==> src/rtl/vga_rect_scheduler_pkg.sv <==
// Shared definitions for the rectangle scheduler: FSM encoding, requester
// indices, default screen geometry and small index helpers.
package vga_rect_scheduler_pkg;

    typedef enum logic [1:0] {
        ST_IDLE = 2'd0,
        ST_DRAW = 2'd1,
        ST_DONE = 2'd2
    } state_t;

    localparam logic [1:0] REQ_GUESS = 2'd0;
    localparam logic [1:0] REQ_FB    = 2'd1;
    localparam logic [1:0] REQ_CLEAR = 2'd2;

    localparam int SCREEN_W_DEF = 160;
    localparam int SCREEN_H_DEF = 120;

    // One-hot grant to requester index; an invalid vector maps to 0.
    function automatic logic [1:0] onehot_to_idx(input logic [2:0] onehot);
        logic [1:0] idx;
        case (onehot)
            3'b001:  idx = REQ_GUESS;
            3'b010:  idx = REQ_FB;
            3'b100:  idx = REQ_CLEAR;
            default: idx = REQ_GUESS;
        endcase
        return idx;
    endfunction

    // Requester index to one-hot; index 3 maps to no requester.
    function automatic logic [2:0] idx_to_onehot(input logic [1:0] idx);
        logic [2:0] onehot;
        case (idx)
            REQ_GUESS: onehot = 3'b001;
            REQ_FB:    onehot = 3'b010;
            REQ_CLEAR: onehot = 3'b100;
            default:   onehot = 3'b000;
        endcase
        return onehot;
    endfunction

endpackage

==> src/rtl/vga_rect_scheduler_rr_arbiter3.sv <==
// Three-way round-robin selector: the requester after the last granted one
// has the highest priority. Purely combinational.
module rr_arbiter3
    import vga_rect_scheduler_pkg::*;
(
    input  logic [2:0] req,
    input  logic [1:0] last_grant,
    output logic [2:0] grant
);

    // Rotate priority so the search starts just after the last winner.
    always_comb begin
        grant = 3'b000;
        case (last_grant)
            REQ_GUESS: begin
                if (req[1])      grant = 3'b010;
                else if (req[2]) grant = 3'b100;
                else if (req[0]) grant = 3'b001;
                else             grant = 3'b000;
            end
            REQ_FB: begin
                if (req[2])      grant = 3'b100;
                else if (req[0]) grant = 3'b001;
                else if (req[1]) grant = 3'b010;
                else             grant = 3'b000;
            end
            default: begin
                if (req[0])      grant = 3'b001;
                else if (req[1]) grant = 3'b010;
                else if (req[2]) grant = 3'b100;
                else             grant = 3'b000;
            end
        endcase
    end

endmodule

==> src/rtl/vga_rect_scheduler.sv <==
// Arbitrates three rectangle-fill requesters and streams the granted
// rectangle to the VGA adapter one pixel per cycle, clipping off-screen pixels.
module vga_rect_scheduler
    import vga_rect_scheduler_pkg::*;
#(
    parameter int SCREEN_W = SCREEN_W_DEF,
    parameter int SCREEN_H = SCREEN_H_DEF
) (
    input  logic        clk,
    input  logic        reset,
    input  logic [2:0]  req,
    input  logic [23:0] rx,
    input  logic [20:0] ry,
    input  logic [11:0] rw,
    input  logic [11:0] rh,
    input  logic [8:0]  rcolour,
    output logic [2:0]  ack,
    output logic [2:0]  done,
    output logic [7:0]  x_out,
    output logic [6:0]  y_out,
    output logic [2:0]  colour_out,
    output logic        plot,
    output logic        busy
);

    // Limits in the widened sum widths so the compare sees carries.
    localparam logic [8:0] X_LIMIT = 9'(SCREEN_W);
    localparam logic [7:0] Y_LIMIT = 8'(SCREEN_H);

    state_t     state_r, state_next_s;
    logic [1:0] last_grant_r;
    logic [1:0] idx_r;
    logic [7:0] base_x_r;
    logic [6:0] base_y_r;
    logic [3:0] w_r, h_r;
    logic [3:0] dx_r, dy_r;
    logic [3:0] dx_next_s, dy_next_s;

    logic [2:0] grant_s;
    logic [1:0] win_idx_s;
    logic [7:0] sel_x_s;
    logic [6:0] sel_y_s;
    logic [3:0] sel_w_s, sel_h_s;
    logic [2:0] sel_col_s;

    logic       latch_s;
    logic       pix_update_s;
    logic [2:0] ack_next_s, done_next_s;
    logic [7:0] base_x_s;
    logic [6:0] base_y_s;
    logic [2:0] colour_next_s;
    logic [8:0] sum_x_s;
    logic [7:0] sum_y_s;
    logic       onscreen_s;

    rr_arbiter3 u_arb (
        .req        (req),
        .last_grant (last_grant_r),
        .grant      (grant_s)
    );

    assign win_idx_s = onehot_to_idx(grant_s);

    // Pick the winning requester's rectangle fields.
    always_comb begin
        sel_x_s   = rx[7:0];
        sel_y_s   = ry[6:0];
        sel_w_s   = rw[3:0];
        sel_h_s   = rh[3:0];
        sel_col_s = rcolour[2:0];
        case (win_idx_s)
            REQ_FB: begin
                sel_x_s   = rx[15:8];
                sel_y_s   = ry[13:7];
                sel_w_s   = rw[7:4];
                sel_h_s   = rh[7:4];
                sel_col_s = rcolour[5:3];
            end
            REQ_CLEAR: begin
                sel_x_s   = rx[23:16];
                sel_y_s   = ry[20:14];
                sel_w_s   = rw[11:8];
                sel_h_s   = rh[11:8];
                sel_col_s = rcolour[8:6];
            end
            default: begin
                sel_x_s   = rx[7:0];
                sel_y_s   = ry[6:0];
                sel_w_s   = rw[3:0];
                sel_h_s   = rh[3:0];
                sel_col_s = rcolour[2:0];
            end
        endcase
    end

    // Next-state logic and the pixel that the output registers load next.
    always_comb begin
        state_next_s  = state_r;
        dx_next_s     = dx_r;
        dy_next_s     = dy_r;
        latch_s       = 1'b0;
        pix_update_s  = 1'b0;
        ack_next_s    = 3'b000;
        done_next_s   = 3'b000;
        base_x_s      = base_x_r;
        base_y_s      = base_y_r;
        colour_next_s = colour_out;
        case (state_r)
            ST_IDLE: begin
                if (grant_s != 3'b000) begin
                    state_next_s  = ST_DRAW;
                    latch_s       = 1'b1;
                    pix_update_s  = 1'b1;
                    dx_next_s     = 4'd0;
                    dy_next_s     = 4'd0;
                    ack_next_s    = grant_s;
                    base_x_s      = sel_x_s;
                    base_y_s      = sel_y_s;
                    colour_next_s = sel_col_s;
                end else begin
                    state_next_s  = ST_IDLE;
                end
            end
            ST_DRAW: begin
                if ((dx_r == w_r) && (dy_r == h_r)) begin
                    state_next_s = ST_DONE;
                    done_next_s  = idx_to_onehot(idx_r);
                end else if (dx_r == w_r) begin
                    pix_update_s = 1'b1;
                    dx_next_s    = 4'd0;
                    dy_next_s    = dy_r + 4'd1;
                end else begin
                    pix_update_s = 1'b1;
                    dx_next_s    = dx_r + 4'd1;
                end
            end
            ST_DONE: begin
                state_next_s = ST_IDLE;
            end
            default: begin
                state_next_s = ST_IDLE;
            end
        endcase
    end

    // Widened coordinate sums so a wrap past 255/127 still reads as off-screen.
    always_comb begin
        sum_x_s    = {1'b0, base_x_s} + {5'd0, dx_next_s};
        sum_y_s    = {1'b0, base_y_s} + {4'd0, dy_next_s};
        onscreen_s = (sum_x_s < X_LIMIT) && (sum_y_s < Y_LIMIT);
    end

    // State, latched rectangle, counters and registered plot outputs.
    always_ff @(posedge clk) begin
        if (reset) begin
            state_r      <= ST_IDLE;
            last_grant_r <= REQ_CLEAR;
            idx_r        <= REQ_GUESS;
            base_x_r     <= 8'd0;
            base_y_r     <= 7'd0;
            w_r          <= 4'd0;
            h_r          <= 4'd0;
            dx_r         <= 4'd0;
            dy_r         <= 4'd0;
            ack          <= 3'b000;
            done         <= 3'b000;
            plot         <= 1'b0;
            x_out        <= 8'd0;
            y_out        <= 7'd0;
            colour_out   <= 3'd0;
        end else begin
            state_r    <= state_next_s;
            dx_r       <= dx_next_s;
            dy_r       <= dy_next_s;
            ack        <= ack_next_s;
            done       <= done_next_s;
            plot       <= pix_update_s & onscreen_s;
            colour_out <= colour_next_s;
            if (latch_s) begin
                base_x_r     <= sel_x_s;
                base_y_r     <= sel_y_s;
                w_r          <= sel_w_s;
                h_r          <= sel_h_s;
                idx_r        <= win_idx_s;
                last_grant_r <= win_idx_s;
            end
            if (pix_update_s) begin
                x_out <= sum_x_s[7:0];
                y_out <= sum_y_s[6:0];
            end
        end
    end

    assign busy = (state_r != ST_IDLE);

endmodule

==> config.mk <==
export PLATFORM = sky130hd
export DESIGN_NAME = vga_rect_scheduler
export DESIGN_NICKNAME = d
export VERILOG_FILES = /design/src/rtl/vga_rect_scheduler_pkg.sv /design/src/rtl/vga_rect_scheduler_rr_arbiter3.sv /design/src/rtl/vga_rect_scheduler.sv
export SDC_FILE = /design/constraint.sdc
export NUM_CORES = 1
export LEC_CHECK = 0
export ABC_AREA = 1
export CAP_MARGIN = 20
export CORE_UTILIZATION = 45
export DETAILED_ROUTE_END_ITERATION = 12
export PLACE_DENSITY = 0.78
export SYNTH_ARGS = -nofsm -noshare
export SYNTH_HDL_FRONTEND = slang
export SYNTH_SLANG_ARGS = --single-unit
==> constraint.sdc <==
create_clock -name clk -period 4.86 [get_ports clk]
set_clock_uncertainty 0.15 [all_clocks]
set_input_delay 0.972 -clock clk [delete_from_list [all_inputs] [get_ports clk]]
set_output_delay 0.972 -clock clk [all_outputs]
set_load 0.01 [all_outputs]
==> flow_metrics.py, run 1 <==
metrics = {
    "clock_tree": {
        "cts_resized": 0,
        "cts_made_buffers": 9,
        "post_cts_buffers": 0,
        "cts_hold_buf": 0,
        "cts_tree": "yes",
        "clockBufferDepth": 2,
        "cts.sinks": 61,
        "cts_root_buf": "clkbuf_8",
        "clock_latency_ns": 0.35,
        "h-tree-depth": 3,
        "clkTransAtPathRegs_ns": 0.07,
    },
    "critical_path": {
        "crit_fanout": 20,
        "critPathKind": "primary input to flip-flop",
        "rrSetupSlack_ns": 1.45,
        "cp-end-kind": "flip-flop",
        "worstPathRequired_ns": 4.95,
        "reg2reg_depth": 19,
        "cp-start-kind": "primary input",
        "cp_data_arrival_time_ns": 4.32,
    },
    "route": {
        "dr_total_vias": 3586,
        "vias_per_cell": 5.30,
        "ant_nets": 0,
        "wl_per_cell_um": 14.6,
        "drt-initial-drc-count": 227,
        "drtPass1Iterations": 5,
        "wirelength_mm": 9.89,
        "drc": 0,
    },
    "layout": {
        "final_util": 0.648,
        "drive_above_1_share": 0.0744,
        "multi_input_comb_area_mm2": 0.00192,
        "syn_to_final_growth_pct": 38.8,
        "fill_cells": 679,
        "nets": 669,
        "diodes": 0,
        "register_area_mm2": 0.00122,
    },
    "min_path": {
        "hp-class": "flip-flop to flip-flop",
        "min_path_cells": 1,
    },
    "pwr": {
        "ir_drop_mv": 0.240,
        "power.leakage_nw": 2.06,
        "switchingPower_w": 0.000909,
        "clockPowerShare": 0.187,
        "p_comb_frac": 0.492,
        "p_int_w": 0.00132,
        "seqPwrFrac": 0.321,
        "p_sw_frac": 0.408,
        "power_density_mw_per_mm2": 472,
    },
    "floorplan": {
        "core_mm2": 0.00729,
        "die-area_mm2": 0.00792,
        "rows": 31,
        "io-pin-count": 109,
        "dieHeight_um": 89.0,
        "start_util": 0.467,
        "die_x_um": 89.0,
    },
    "yosys": {
        "synth_fp_nets": 565,
        "synthArstFlopShare": 0,
        "synthTopCellsByArea": "dfxtp_1, nand2_1, o21ai_0",
        "syn_avg_cell_area_um2": 7.24,
        "synthCells": 470,
        "synth_top_area_cell": "dfxtp_1",
        "yosysTopAreaCellShare": 0.359,
        "synth_most_common_cell": "nand2_1",
        "ys_ff_latch": 61,
        "seq_area_frac_synth": 0.359,
        "syn_area_mm2": 0.00340,
        "synth-edff-count": 0,
        "synth_top_flop_cell": "dfxtp_1",
        "yosysUniqueCellTypes": 40,
        "synth_common_cells": "nand2_1, dfxtp_1, inv_1",
        "ys_warn_count": 0,
    },
    "grt": {
        "grt_max_degree": 31,
        "antenna_found_initial": 0,
        "overflow": 0,
        "grt_pass1_vias": 3253,
        "grt_use_total": 0.253,
        "grt_pass1_wl_mm": 15.0,
    },
    "sta": {
        "hold_viol": 0,
        "fin_setup_tns_ns": 0,
        "worst_pin_slew_ns": 0.817,
        "slew_headroom": 0.455,
        "period_needed_ns": 4.22,
        "slew_viol_final": 0,
        "fmax_mhz": 237,
        "setup_viol": 0,
        "rsz0062_at_grt": "false",
        "min_period_over_period": 0.869,
    },
    "placement": {
        "port_buffers": 108,
        "dp_hpwl_mm": 7.35,
        "gp_congestion": 0.864,
    },
    "run_status": {
        "status": "finished, final reports clean",
    },
    "job": {
        "maxCapViolCount": 0,
    },
}
-- cells in the final DEF (no fill, tap or decap), drive strengths merged --
| master | Yosys | routed |
|---|---|---|
| and2 | 3 | 3 |
| nor2 | 41 | 41 |
| clkdlybuf4s50 | 0 | 108 |
| dfxtp | 61 | 61 |
| or2 | 3 | 3 |
| o211ai | 7 | 7 |
| xnor2 | 7 | 7 |
| clkinv | 0 | 1 |
| fa | 2 | 2 |
| nand4 | 7 | 7 |
| a21boi | 2 | 2 |
| nand3 | 29 | 29 |
| o21ai | 38 | 38 |
| ha | 10 | 10 |
| a2111oi | 1 | 1 |
| and3 | 1 | 1 |
| nand2 | 113 | 113 |
| a21o | 1 | 1 |
| a21oi | 30 | 30 |
| a211oi | 1 | 1 |
| a31oi | 11 | 11 |
| nand3b | 2 | 2 |
| buf | 11 | 6 |
| nor3 | 5 | 5 |
| a22oi | 20 | 20 |
| xor2 | 7 | 7 |
| inv | 42 | 42 |
| mux2i | 1 | 1 |
| clkbuf | 10 | 14 |
| o21bai | 4 | 4 |
-- metrics by stage --
stage | cell area [um2] | setup slack [ns] | hold WS (ns) | cells | total power, W
floorplan | 3400 | 1.17 | 0.262 | 470 | 0.00142
global placement | 4550 | 0.431 | 0.284 | 662 | 0.00179
detailed placement | 4550 | 0.310 | 0.284 | 662 | 0.00181
CTS | 4720 | 0.674 | 0.296 | 677 | 0.00224
global route | 4720 | 0.338 | 0.311 | 677 | 0.00239
finish | 4720 | 0.637 | 0.296 | 677 | 0.00223
-- final timing paths --
kind / startpoint / endpoint
min: idx_r[1] / done[0]
max: req[1] / y_out[6]
max reg2reg: last_grant_r[1] / y_out[6]
min reg2reg: idx_r[1] / done[0]
-- flip-flops by register name (all words and copies together) (netlist names), 3 cells and up --
signal      count
h_r             4
dy_r            4
w_r             4
dx_r            4
done            3
colour_out      3
y_out           7
base_x_r        8
x_out           8
ack             3
base_y_r        7
-- power by group through the flow --
stage               combinational (W)  sequential (W)  clock (W)
floorplan                    0.000676        0.000745          0
global placement              0.00107        0.000722          0
detailed placement            0.00109        0.000724          0
CTS                           0.00109        0.000715   0.000425
global route                  0.00122        0.000731   0.000443
finish                        0.00110        0.000715   0.000418
-- cell families (layout without fill, tap and decap cells) --
kind of cell               after synthesis  after routing  synth area share
xor gates and xnor gates                14             14            0.0360
muxes                                    1              1           0.00294
and+or+nand+nor                        204            204             0.272
adders and majority gates               12             12            0.0485
AOI/OAI and AO/OA                      115            115             0.204
DFF                                     61             61             0.359
buffers and inverters                   63            171            0.0779
-- area by class of cell --
cell class | instances | area share
repair buffers | 114 | 0.238
clock buffers | 14 | 0.0365
inverters | 42 | 0.0334
well taps | 99 | 0.0262
clock inverters | 1 | 0.00106
flip-flops and latches | 61 | 0.258
multi-input cells | 346 | 0.406
-- worst max-delay path, cell delays in order --
cell and delay (ns):
clkdlybuf4s50_1 0.51, o21ai_2 0.28, inv_2 0.07, nor2_4 0.31, nor2_2 0.12, nor2_8 0.27, o211ai_1 0.18, nand2_1 0.10
ha_1 0.18, inv_1 0.07, fa_1 0.39, nand3b_1 0.18, and2_1 0.20, inv_1 0.08, nand3_1 0.08, nand2_1 0.06
nand2_1 0.06, o21bai_1 0.14, inv_1 0.05
-- metal layers --
layer	vias up	GRT usage	routed length, um
met1	1656	0.319	4370
met4	0	0.115	171
li1	1790	-	-
met2	125	0.428	4580
met3	15	0.0406	767
met5	-	0	0
Note: power is estimated with default switching activity, not from simulation.
==> run 2, diff against run 1 <==
CELL_PAD_IN_SITES_DETAIL_PLACEMENT = 1   (was unset)
CELL_PAD_IN_SITES_GLOBAL_PLACEMENT = 2   (was unset)
CORE_UTILIZATION = 25   (was 45)
PLACE_DENSITY = unset   (was 0.78)
PLACE_DENSITY_LB_ADDON = 0.1   (was unset)
==> flow_metrics.py, run 2 (synthesis gave the netlist of run 1 again) <==
metrics = {
    "layout": {
        "fill_cells": 1646,
        "fin_area_mm2": 0.00500,
        "mostFrequentLayoutCell": "clkdlybuf4s50_1",
        "drive_above_1_share": 0.0840,
        "final_cell_mix": "clkdlybuf4s50_1, nand2_1, dfxtp_1, inv_1, nor2_1",
        "reg_top3": "base_x_r (8), x_out (8)",
        "nets": 673,
        "multi_input_comb_area_mm2": 0.00192,
        "syn_to_final_growth_pct": 46.9,
        "diodes": 0,
        "register_area_mm2": 0.00122,
    },
    "grt": {
        "grt_use_total": 0.184,
        "overflow": 0,
        "grt_max_degree": 25,
        "grt_pass1_vias": 3863,
        "antenna_found_initial": 0,
        "grt_pass1_wl_mm": 19.8,
    },
    "clock_tree": {
        "cts_hold_buf": 0,
        "clkTransAtPathRegs_ns": 0.05,
        "cts_resized": 0,
        "post_cts_buffers": 0,
        "cts_made_buffers": 9,
        "clockBufferDepth": 2,
        "cts_root_buf": "clkbuf_16",
        "h-tree-depth": 3,
        "cts.sinks": 61,
        "clock_latency_ns": 0.33,
        "cts_tree": "yes",
    },
    "route": {
        "ant_nets": 0,
        "drc": 0,
        "drtPass1Iterations": 4,
        "wl_per_cell_um": 15.8,
        "vias_per_cell": 4.68,
        "dr_total_vias": 3551,
        "drt-initial-drc-count": 165,
        "wirelength_mm": 12.0,
    },
    "critical_path": {
        "r2r_start": "last_grant_r[1]",
        "worstPathRequired_ns": 4.94,
        "critPathKind": "primary input to flip-flop",
        "cp_data_arrival_time_ns": 4.35,
        "crit_fanout": 11,
        "cp-end-kind": "flip-flop",
        "cp-start-kind": "primary input",
        "timing.critical_path.from": "req[1]",
    },
    "pwr": {
        "ir_drop_mv": 0.138,
        "power.leakage_nw": 2.15,
        "power_density_mw_per_mm2": 514,
    },
    "sta": {
        "min_period_over_period": 0.879,
        "fin_setup_tns_ns": 0,
        "slew_viol_final": 0,
        "rsz0062_at_grt": "false",
        "fmax_mhz": 234,
        "hold_viol": 0,
        "slew_headroom": 0.528,
        "worst_pin_slew_ns": 0.706,
        "period_needed_ns": 4.27,
        "setup_viol": 0,
    },
    "floorplan": {
        "start_util": 0.257,
        "die_x_um": 119,
        "dieHeight_um": 119,
        "io-pin-count": 109,
        "core_mm2": 0.0132,
        "rows": 42,
        "die-area_mm2": 0.0141,
    },
    "job": {
        "maxCapViolCount": 0,
    },
    "min_path": {
        "min_from": "idx_r[1]",
        "hp-class": "flip-flop to flip-flop",
    },
    "placement": {
        "gp_congestion": 0.790,
        "dp_hpwl_mm": 9.30,
        "placed_cell_area_mm2": 0.00467,
        "port_buffers": 108,
    },
    "run_status": {
        "status": "finished, final reports clean",
    },
}
## run 2: cell count changes in the layout (fill, tap and decap cells not counted)
cell       delta
clkbuf_8     -10
clkbuf_16     +9
buf_4         +4
bufinv_16     +2
clkbuf_1      -1
clkinv_2      +1
## run 2: worst paths after layout
check / cells past startpoint / end / slack [ns]
setup / recovery: 19 / plot / 0.59
hold / removal: 1 / done[0] / 0.31
setup reg to reg: 19 / plot / 1.42
hold reg to reg: 1 / done[0] / 0.31
## run 2: cell type report
cell class / instances / area share
Tap cell: 176 / 0.0440
Sequential cell: 61 / 0.244
Inverter: 42 / 0.0315
Timing Repair Buffer: 118 / 0.231
Clock inverter: 4 / 0.0140
Clock buffer: 12 / 0.0513
Multi-Input combinational cell: 346 / 0.384
## run 2: through the flow
step / instances / total power (W) / hold slack (ns) / utilization / setup slack, ns
2_1_floorplan: 470 / 0.00142 / 0.262 / - / 1.17
3_3_place_gp: 743 / 0.00188 / 0.279 / 0.353 / 0.226
3_5_place_dp: 743 / 0.00190 / 0.302 / 0.353 / 0.241
4_1_cts: 759 / 0.00262 / 0.314 / 0.378 / 0.578
5_1_grt: 759 / 0.00279 / 0.339 / 0.378 / 0.220
6_report: 759 / 0.00257 / 0.308 / 0.378 / 0.586
## run 2: layer usage
layer,up-vias,track usage,share of wire
li1,1801,-,-
met1,1667,0.215,0.44
met2,69,0.322,0.50
met3,14,0.0372,0.041
met4,0,0.0775,0.020
met5,-,0,0
## run 2: worst max-delay path, stage by stage
cell and delay (ns):
clkdlybuf4s50_1 0.51, o21ai_2 0.29, inv_2 0.08, nor2_4 0.29, nor2_2 0.12, o21ai_0 0.36, o21ai_0 0.20, nand3_1 0.13
nand2_1 0.08, ha_1 0.36, a21oi_1 0.17, nand2_1 0.10, a21o_1 0.23, nand2_1 0.10, nor2_1 0.05, nand2_1 0.06
nand2_1 0.08, a21oi_1 0.12, nor2_1 0.05
## run 2: where the power goes
part           internal, W  leakage, nW  switching, W  total [W]
Sequential        0.000643        0.502     0.0000739   0.000717
Clock             0.000475        0.163      0.000232   0.000707
Combinational     0.000468         1.49      0.000677    0.00114
